<file path="src/rtl/trail_pixel_gen_pkg.sv">
// Shared definitions for the trail pixel generator: Tiny VGA Pmod bit
// positions, 2-bit colour level codes, trail age breakpoints and the
// output packer.
package trail_pixel_gen_pkg;

    // Tiny VGA Pmod bit positions inside the 8-bit output word
    localparam int VGA_R1 = 0;
    localparam int VGA_G1 = 1;
    localparam int VGA_B1 = 2;
    localparam int VGA_VS = 3;
    localparam int VGA_R0 = 4;
    localparam int VGA_G0 = 5;
    localparam int VGA_B0 = 6;
    localparam int VGA_HS = 7;

    // 2-bit intensity codes
    localparam logic [1:0] LVL_OFF  = 2'b00;
    localparam logic [1:0] LVL_DIM  = 2'b01;
    localparam logic [1:0] LVL_MID  = 2'b10;
    localparam logic [1:0] LVL_FULL = 2'b11;

    // Trail age breakpoints: age <= BP0 is the head, <= BP1 bright,
    // <= BP2 mid, anything older is dim
    localparam int TRAIL_BP0 = 0;
    localparam int TRAIL_BP1 = 2;
    localparam int TRAIL_BP2 = 6;

    // tint=0 paints cyan (G+B), tint=1 paints yellow (R+G)
    typedef struct packed {
        logic       tint;
        logic [1:0] lvl;
    } trail_color_t;

    // Scatter 2-bit R/G/B plus syncs into Pmod order
    function automatic logic [7:0] pack_pmod(input logic [1:0] r,
                                             input logic [1:0] g,
                                             input logic [1:0] b,
                                             input logic       hs,
                                             input logic       vs);
        logic [7:0] w;
        w         = 8'h00;
        w[VGA_R1] = r[1];
        w[VGA_G1] = g[1];
        w[VGA_B1] = b[1];
        w[VGA_VS] = vs;
        w[VGA_R0] = r[0];
        w[VGA_G0] = g[0];
        w[VGA_B0] = b[0];
        w[VGA_HS] = hs;
        return w;
    endfunction

endpackage

</file>
<file path="src/rtl/trail_color_lut.sv">
// Maps a pixel's trail age (frames since it was the head) to a tint and
// intensity, and flags whether that age is still inside the trail.
import trail_pixel_gen_pkg::*;

module trail_color_lut #(
    parameter int N_LAG = 15,
    parameter int D_W   = 9
) (
    input  logic [D_W-1:0] d,
    output trail_color_t   color,
    output logic           in_trail
);

    // Age breakpoints: head cyan, then fading yellow
    always_comb begin
        color    = '{tint: 1'b1, lvl: LVL_DIM};
        in_trail = (32'(d) < N_LAG);
        if (32'(d) <= TRAIL_BP0)
            color = '{tint: 1'b0, lvl: LVL_FULL};
        else if (32'(d) <= TRAIL_BP1)
            color = '{tint: 1'b1, lvl: LVL_FULL};
        else if (32'(d) <= TRAIL_BP2)
            color = '{tint: 1'b1, lvl: LVL_MID};
    end

endmodule

</file>
<file path="src/rtl/trail_pixel_gen.sv">
// Pixel-colour stage: frame counter on vsync rising edges, then a 2-stage
// pipeline that paints the hpos^vpos == frame_no line with an N_LAG-frame
// trail and emits colour and syncs aligned in Tiny VGA Pmod order.
import trail_pixel_gen_pkg::*;

module trail_pixel_gen #(
    parameter int N_LAG      = 15,
    parameter int ACT_W      = 512,
    parameter int ACT_H      = 480,
    parameter int FRAME_BITS = 9
) (
    input  logic                  clk,
    input  logic                  reset,
    input  logic [9:0]            hpos,
    input  logic [9:0]            vpos,
    input  logic                  hsync_in,
    input  logic                  vsync_in,
    input  logic                  freeze,
    output logic [7:0]            vga_out,
    output logic [FRAME_BITS-1:0] frame_no
);

    logic                  vsync_q;
    logic                  vs_rise;

    logic [FRAME_BITS-1:0] key_s1;
    logic                  win_s1;
    logic                  hs_s1;
    logic                  vs_s1;

    logic [FRAME_BITS-1:0] age;
    trail_color_t          color;
    logic                  in_trail;
    logic                  hit;
    logic [1:0]            lvl;
    logic [1:0]            r;
    logic [1:0]            g;
    logic [1:0]            b;

    // vsync_q resets high so a vsync already high at release is not an edge
    assign vs_rise = vsync_in & ~vsync_q;

    // Frame counter: advance once per vsync rising edge unless frozen;
    // a frozen edge is simply lost
    always_ff @(posedge clk) begin
        if (reset) begin
            vsync_q  <= 1'b1;
            frame_no <= '0;
        end else begin
            vsync_q <= vsync_in;
            if (vs_rise && !freeze)
                frame_no <= frame_no + 1'b1;
        end
    end

    // Stage 1: pattern key, active-window flag and first sync delay
    always_ff @(posedge clk) begin
        if (reset) begin
            key_s1 <= '0;
            win_s1 <= 1'b0;
            hs_s1  <= 1'b0;
            vs_s1  <= 1'b0;
        end else begin
            key_s1 <= hpos[FRAME_BITS-1:0] ^ vpos[FRAME_BITS-1:0];
            win_s1 <= (32'(hpos) < ACT_W) && (32'(vpos) < ACT_H);
            hs_s1  <= hsync_in;
            vs_s1  <= vsync_in;
        end
    end

    // Age wraps modulo 2^FRAME_BITS, matching the counter wrap
    assign age = frame_no - key_s1;

    trail_color_lut #(
        .N_LAG (N_LAG),
        .D_W   (FRAME_BITS)
    ) u_lut (
        .d        (age),
        .color    (color),
        .in_trail (in_trail)
    );

    assign hit = win_s1 & in_trail;
    assign lvl = hit ? color.lvl : LVL_OFF;
    assign r   = lvl & {2{color.tint}};
    assign g   = lvl;
    assign b   = lvl & {2{~color.tint}};

    // Stage 2: registered colour plus second sync delay, packed for the Pmod
    always_ff @(posedge clk) begin
        if (reset)
            vga_out <= 8'h00;
        else
            vga_out <= pack_pmod(r, g, b, hs_s1, vs_s1);
    end

endmodule

</file>
<file path="config.mk">
export PLATFORM = sky130hd
export DESIGN_NAME = trail_pixel_gen
export DESIGN_NICKNAME = d
export VERILOG_FILES = /design/src/rtl/trail_pixel_gen_pkg.sv /design/src/rtl/trail_color_lut.sv /design/src/rtl/trail_pixel_gen.sv
export SDC_FILE = /design/constraint.sdc
export NUM_CORES = 1
export LEC_CHECK = 0
export ABC_CLOCK_PERIOD_IN_PS = 3200
export CAP_MARGIN = 20
export CELL_PAD_IN_SITES_DETAIL_PLACEMENT = 1
export CELL_PAD_IN_SITES_GLOBAL_PLACEMENT = 1
export CORE_MARGIN = 2
export CORE_UTILIZATION = 36
export CTS_BUF_LIST = sky130_fd_sc_hd__clkbuf_8
export CTS_CLUSTER_SIZE = 8
export DETAILED_ROUTE_END_ITERATION = 10
export PLACE_DENSITY = 0.88
export RECOVER_POWER = 50
export SLEW_MARGIN = 20
export SYNTH_ARGS = -nofsm -noshare
export SYNTH_HDL_FRONTEND = slang
export SYNTH_HIERARCHICAL = 1
export SYNTH_SLANG_ARGS = --single-unit
</file>
<file path="constraint.sdc">
create_clock -name clk -period 3.2 [get_ports clk]
set_clock_uncertainty 0.15 [all_clocks]
set_input_delay 0.64 -clock clk [delete_from_list [all_inputs] [get_ports clk]]
set_output_delay 0.64 -clock clk [all_outputs]
set_load 0.02 [all_outputs]
</file>
# Word-level counts from Yosys, hierarchy flattened

Cells that the tools add are included.

Output and inout port bits: 17
Input bits: 25
Register bits: 30
Logic and storage cells: 29

Mux-type cells: 4
Add/subtract/negate cells: 2
Bitwise logic cells: 7
$lt $le $gt $ge: 6
Reductions and logical operators: 3

Operators with widths:

| kind                                                                   | count |
|---|---|
| 10-bit < comparator (second input constant)                            | 1 |
| 10-bit by 9-bit < comparator with 1-bit output (second input constant) | 1 |
| 9-bit by 1-bit adder with 9-bit output (second input constant)         | 1 |
| 9-bit by 1-bit <= comparator with 1-bit output (second input constant) | 1 |
| 9-bit by 2-bit <= comparator with 1-bit output (second input constant) | 1 |
| 9-bit by 3-bit <= comparator with 1-bit output (second input constant) | 1 |
| 9-bit by 4-bit < comparator with 1-bit output (second input constant)  | 1 |
| 9-bit subtractor                                                       | 1 |
| 9-bit bitwise XOR                                                      | 1 |
| 3-bit two-way mux                                                      | 2 |
| 2-bit bitwise AND                                                      | 2 |
| 2-bit two-way mux                                                      | 2 |
| 1-bit bitwise AND                                                      | 2 |
| 1-bit logical AND                                                      | 2 |
| 1-bit inverter                                                         | 2 |
| 1-bit logical NOT                                                      | 1 |

# Depth between registers and ports, before layout

Word-level depth: 7
Depth in mapped cells: 14
Gate-level depth less buffers: 14

# Hierarchy

Netlist, hierarchy kept.

By module, submodules not included:

| module          | seq. area each (um^2) | times used | cells each | area each (um^2) |
|---|---|---|---|---|
| trail_pixel_gen | 600.6                 | 1          | 149        | 1402.6 |
| trail_color_lut | 0.0                   | 1          | 11         | 86.3 |

# Worst setup path before layout

No wires, ideal clock.

Kind: register to register
From: register frame_no[0]
To: register vga_out[2]
Required time: 2984 ps
Arrival: 2829 ps
Clock period less this slack: 3045 ps
Buffers on the path: 0
Stages on the path, launching flop included: 15
Setup slack: 155 ps
Cell sequence: dfxtp_1 inv_1 ha_1 inv_1 fa_1 a21oi_1 o22ai_1 o41ai_2 xnor2_1 or4_4 a211oi_2 nand2_1 nor2_1 and2_1 nor2b_1

RTL lines:

| what                                          | RTL line              | source |
|---|---|---|
| start, declared                               | trail_pixel_gen.sv:20 | `output logic [FRAME_BITS-1:0] frame_no` |
| start signal, assigned                        | trail_pixel_gen.sv:52 | `frame_no <= frame_no + 1'b1;` |
| 9-bit subtractor                              | trail_pixel_gen.sv:72 | `assign age = frame_no - key_s1;` |
| net age[8]                                    | trail_pixel_gen.sv:31 | `logic [FRAME_BITS-1:0] age;` |
| 9-bit by 4-bit < comparator with 1-bit output | trail_color_lut.sv:17 | `in_trail = (32'(d) < N_LAG);` |
| net in_trail                                  | trail_pixel_gen.sv:33 | `logic in_trail;` |
| 1-bit bitwise AND                             | trail_pixel_gen.sv:83 | `assign hit = win_s1 & in_trail;` |
| 2-bit two-way mux                             | trail_pixel_gen.sv:84 | `assign lvl = hit ? color.lvl : LVL_OFF;` |
| 2-bit bitwise AND                             | trail_pixel_gen.sv:87 | `assign b = lvl & {2{~color.tint}};` |
| end signal, assigned                          | trail_pixel_gen.sv:94 | `vga_out <= pack_pmod(r, g, b, hs_s1, vs_s1);` |
| end, declared                                 | trail_pixel_gen.sv:19 | `output logic [7:0] vga_out,` |

The timed path passes the listed nets, and every way through them passes these cells.
A chain may end at the register's enable or synchronous reset.

# Worst setup path in the final report

From: register frame_no[0]
To: register vga_out[6]

The elaborated chain is that of the path after synthesis.

==> results.json <==
{
  "n_fill_cell": 485,
  "yosysWarnings": 6,
  "setup_viol": 0,
  "die_area_um2": 4670,
  "htreeDepth": 2,
  "cpPeakStageDelay_ns": 0.44,
  "reg2reg_setup_slack_ns": 0.11,
  "yosysTopAreaCell": "dfxtp_1",
  "synthCells": 160,
  "vias": 1261,
  "hold_depth": 1,
  "dp_slack_ns": 0.00800,
  "synth_edf_count": 0,
  "multi_input_area_um2": 852,
  "ys_ff_latch": 30,
  "synth_fa_ha_area_frac": 0.0891,
  "globalRouteTotalUtil": 0.184,
  "viasPerCell": 4.81,
  "die_height_um": 68.3,
  "fin_crit_sh": 0.967,
  "slowest_stage": "or4_4",
  "rr_worst_depth": 14,
  "numPortBuffers": 41,
  "syn_to_final_growth_pct": 40.8,
  "fin_crit_ns": 3.09,
  "relSlewSlack": 0.264,
  "antenna_found_initial": 0,
  "maxCapViolations": 0,
  "clk_pin_slew_ns": 0.06,
  "drv_slew": 0,
  "min_from": "hs_s1",
  "cts_tree": "done",
  "crit_chain": "inv_1 > ha_2 > inv_1 > fa_2 > a21oi_4 > o22ai_2 > o41ai_2 > xnor2_1 > or4_4 > a211oi_2 > nand2_1 > nor2_2 > and2_1 > nor2b_1",
  "worstSetupPathType": "reg -> reg",
  "postRouteAntennaNets": 0,
  "pwr_density_cell_nw_per_um2": 413,
  "core_area_um2": 4000,
  "ff_latch_area_um2": 601,
  "row_count": 23,
  "synth_top_family_by_area": "simple AND/OR/NAND/NOR gates",
  "irDropWorstVdd_uv": 283,
  "clockRootBuffer": "clkbuf_8",
  "cts.sinks": 30,
  "hold_class": "reg -> reg",
  "cts_buffers": 5,
  "r2r_end": "vga_out[6]",
  "r2r-start": "frame_no[0]",
  "ys.flop_type": "dfxtp_1",
  "end_kind": "register",
  "grt_max_degree": 15,
  "layout_setup_ws_ns": 0.106,
  "syn_nets": 195,
  "drive_above_1_share": 0.104,
  "path_max_fanout": 4,
  "gp_congestion": 0.772,
  "io_pins": 42,
  "syn_area_um2": 1490,
  "grt_pass1_vias": 1288,
  "seq_area_frac_synth": 0.403,
  "num-nets-final": 246,
  "grt_pass1_wl_um": 6030,
  "synth_common_cells": "30 x dfxtp_1, 23 x nor2_1, 16 x xnor2_1",
  "die_x_um": 68.3,
  "clk_path_buf_depth": 2,
  "synth_cell_types": 34,
  "wl_per_cell_um": 14.4,
  "status": "completed",
  "synth_xor_area_frac": 0.141,
  "synthMuxAreaShare": 0.0134,
  "wirelength_um": 3780,
  "dp.cells": 252,
  "start_util": 0.372,
  "clock_latency_ns": 0.29,
  "min_to": "vga_out[7]",
  "synthSimpleGateAreaFrac": 0.243,
  "synth_area_per_cell_um2": 9.31,
  "yosys.area.top_type_share": 0.403,
  "critical_path_required_ns": 3.27,
  "drt_iter0_markers": 16,
  "cp_common_cell": "inv_1",
  "dr.pass1.iters": 4,
  "worst_pin_slew_ns": 1.10,
  "crit_arrival_ns": 3.17,
  "timing.final.hold_violations": 0,
  "grt-ovfl-total": 0,
  "synth_most_common_cell": "dfxtp_1",
  "num_antenna_cells": 0,
  "remaining_drc_errors": 0,
  "async_flop_share": 0,
  "clock.fmax_mhz": 323,
  "hpwl_um": 2780,
  "yosys-top-cells-area": "dfxtp_1 40%, xnor2_1 9.4%, ha_1 7.6%",
  "power.leakage_nw": 0.840,
  "fin_cells": 262,
  "critPathLaunchType": "register",
  "holdBufCountCts": 0,
  "synth_compound_area_frac": 0.0748
}
==> final cells by class <==
type                       instances  area share
multi-input combinational        116       0.407
sequential                        30       0.287
timing repair buffer              46       0.212
clock buffer                       6      0.0394
tap                               50      0.0299
inverter                          12      0.0215
clock inverter                     2     0.00418
==> registers in the layout (all words and copies together) (netlist names) <==
name,cells
frame_no,9
key_s1,9
vga_out,8
hs_s1,1
vs_s1,1
vsync_q,1
win_s1,1
==> power breakdown <==
| part | total [mW] | internal [mW] | leakage, nW | switching [mW] |
|---|---|---|---|---|
| logic | 0.161 | 0.0822 | 0.542 | 0.0786 |
| clock network | 0.314 | 0.170 | 0.0524 | 0.144 |
| registers | 0.391 | 0.387 | 0.246 | 0.00404 |
| total | 0.865 | 0.639 | 0.840 | 0.227 |
==> worst max-delay path, delay by kind of cell, from the launching register on <==
family / cells / cell delay [ns]
adders and majority gates: 2 / 0.57
DFF: 1 / 0.31
xor gates and xnor gates: 1 / 0.14
AOI/OAI and AO/OA: 4 / 0.79
buffers and inverters: 2 / 0.11
and+or+nand+nor: 5 / 0.97
==> through the flow <==
stage,area [um^2],power [mW],utilization,TNS (ns),hold WS (ns)
2_1_floorplan,1490,0.488,-,0,0.264
3_5_place_dp,1980,0.547,0.494,0,0.275
3_3_place_gp,1980,0.540,0.494,0,0.269
6_report,2100,0.865,0.524,0,0.286
5_1_grt,2100,0.912,0.524,-0.00951,0.302
4_1_cts,2070,0.868,0.518,0,0.290
==> layout by cell type, fill, tap and decap left out, drive strengths merged, types with 5 or more instances in the layout <==
cell	count
clkbuf	7
nor2b	7
ha	9
and2	5
xor2	8
clkdlybuf4s50	39
nor2	23
dfxtp	30
and3	6
xnor2	16
inv	13
==> worst max path at each step <==
stage                      startpoint    endpoint  slack [ns]  depth (start not counted)
after global placement    frame_no[0]  vga_out[6]        0.13                         14
after detailed placement  frame_no[0]  vga_out[6]       0.008                         14
final                     frame_no[0]  vga_out[6]        0.11                         14
after global routing      frame_no[0]  vga_out[6]      -0.008                         14
after CTS                 frame_no[0]  vga_out[6]        0.04                         14
after floorplan           frame_no[0]  vga_out[2]        0.15                         14
==> kinds of logic after synthesis <==
kind of cell / count (synthesis)
AO/OA/AOI/OAI: 15
buffers and inverters: 14
flip-flops: 30
XOR/XNOR: 24
multiplexers: 2
AND/OR/NAND/NOR: 65
adder cells (fa/ha/maj): 10
==> layer usage <==
metal | vias up | routed length (um) | global-route usage | share of wire
li1 | 635 | - | - | -
met1 | 594 | 1530 | 0.196 | 0.41
met2 | 25 | 2040 | 0.326 | 0.54
met3 | 7 | 137 | 0.0609 | 0.036
met4 | 0 | 71 | 0.0825 | 0.019
met5 | - | 0 | 0 | 0
==> timing repair <==
| item | in CTS | in global routing |
|---|---|---|
| pin swaps | 0 | 10 |
| buffers inserted | 0 | 2 |
| hold endpoints to repair | 0 | 0 |
| endpoints found under the setup margin | 1 | 6 |
| gates resized for setup | 1 | 6 |
Power figures use the tool's default switching activity.
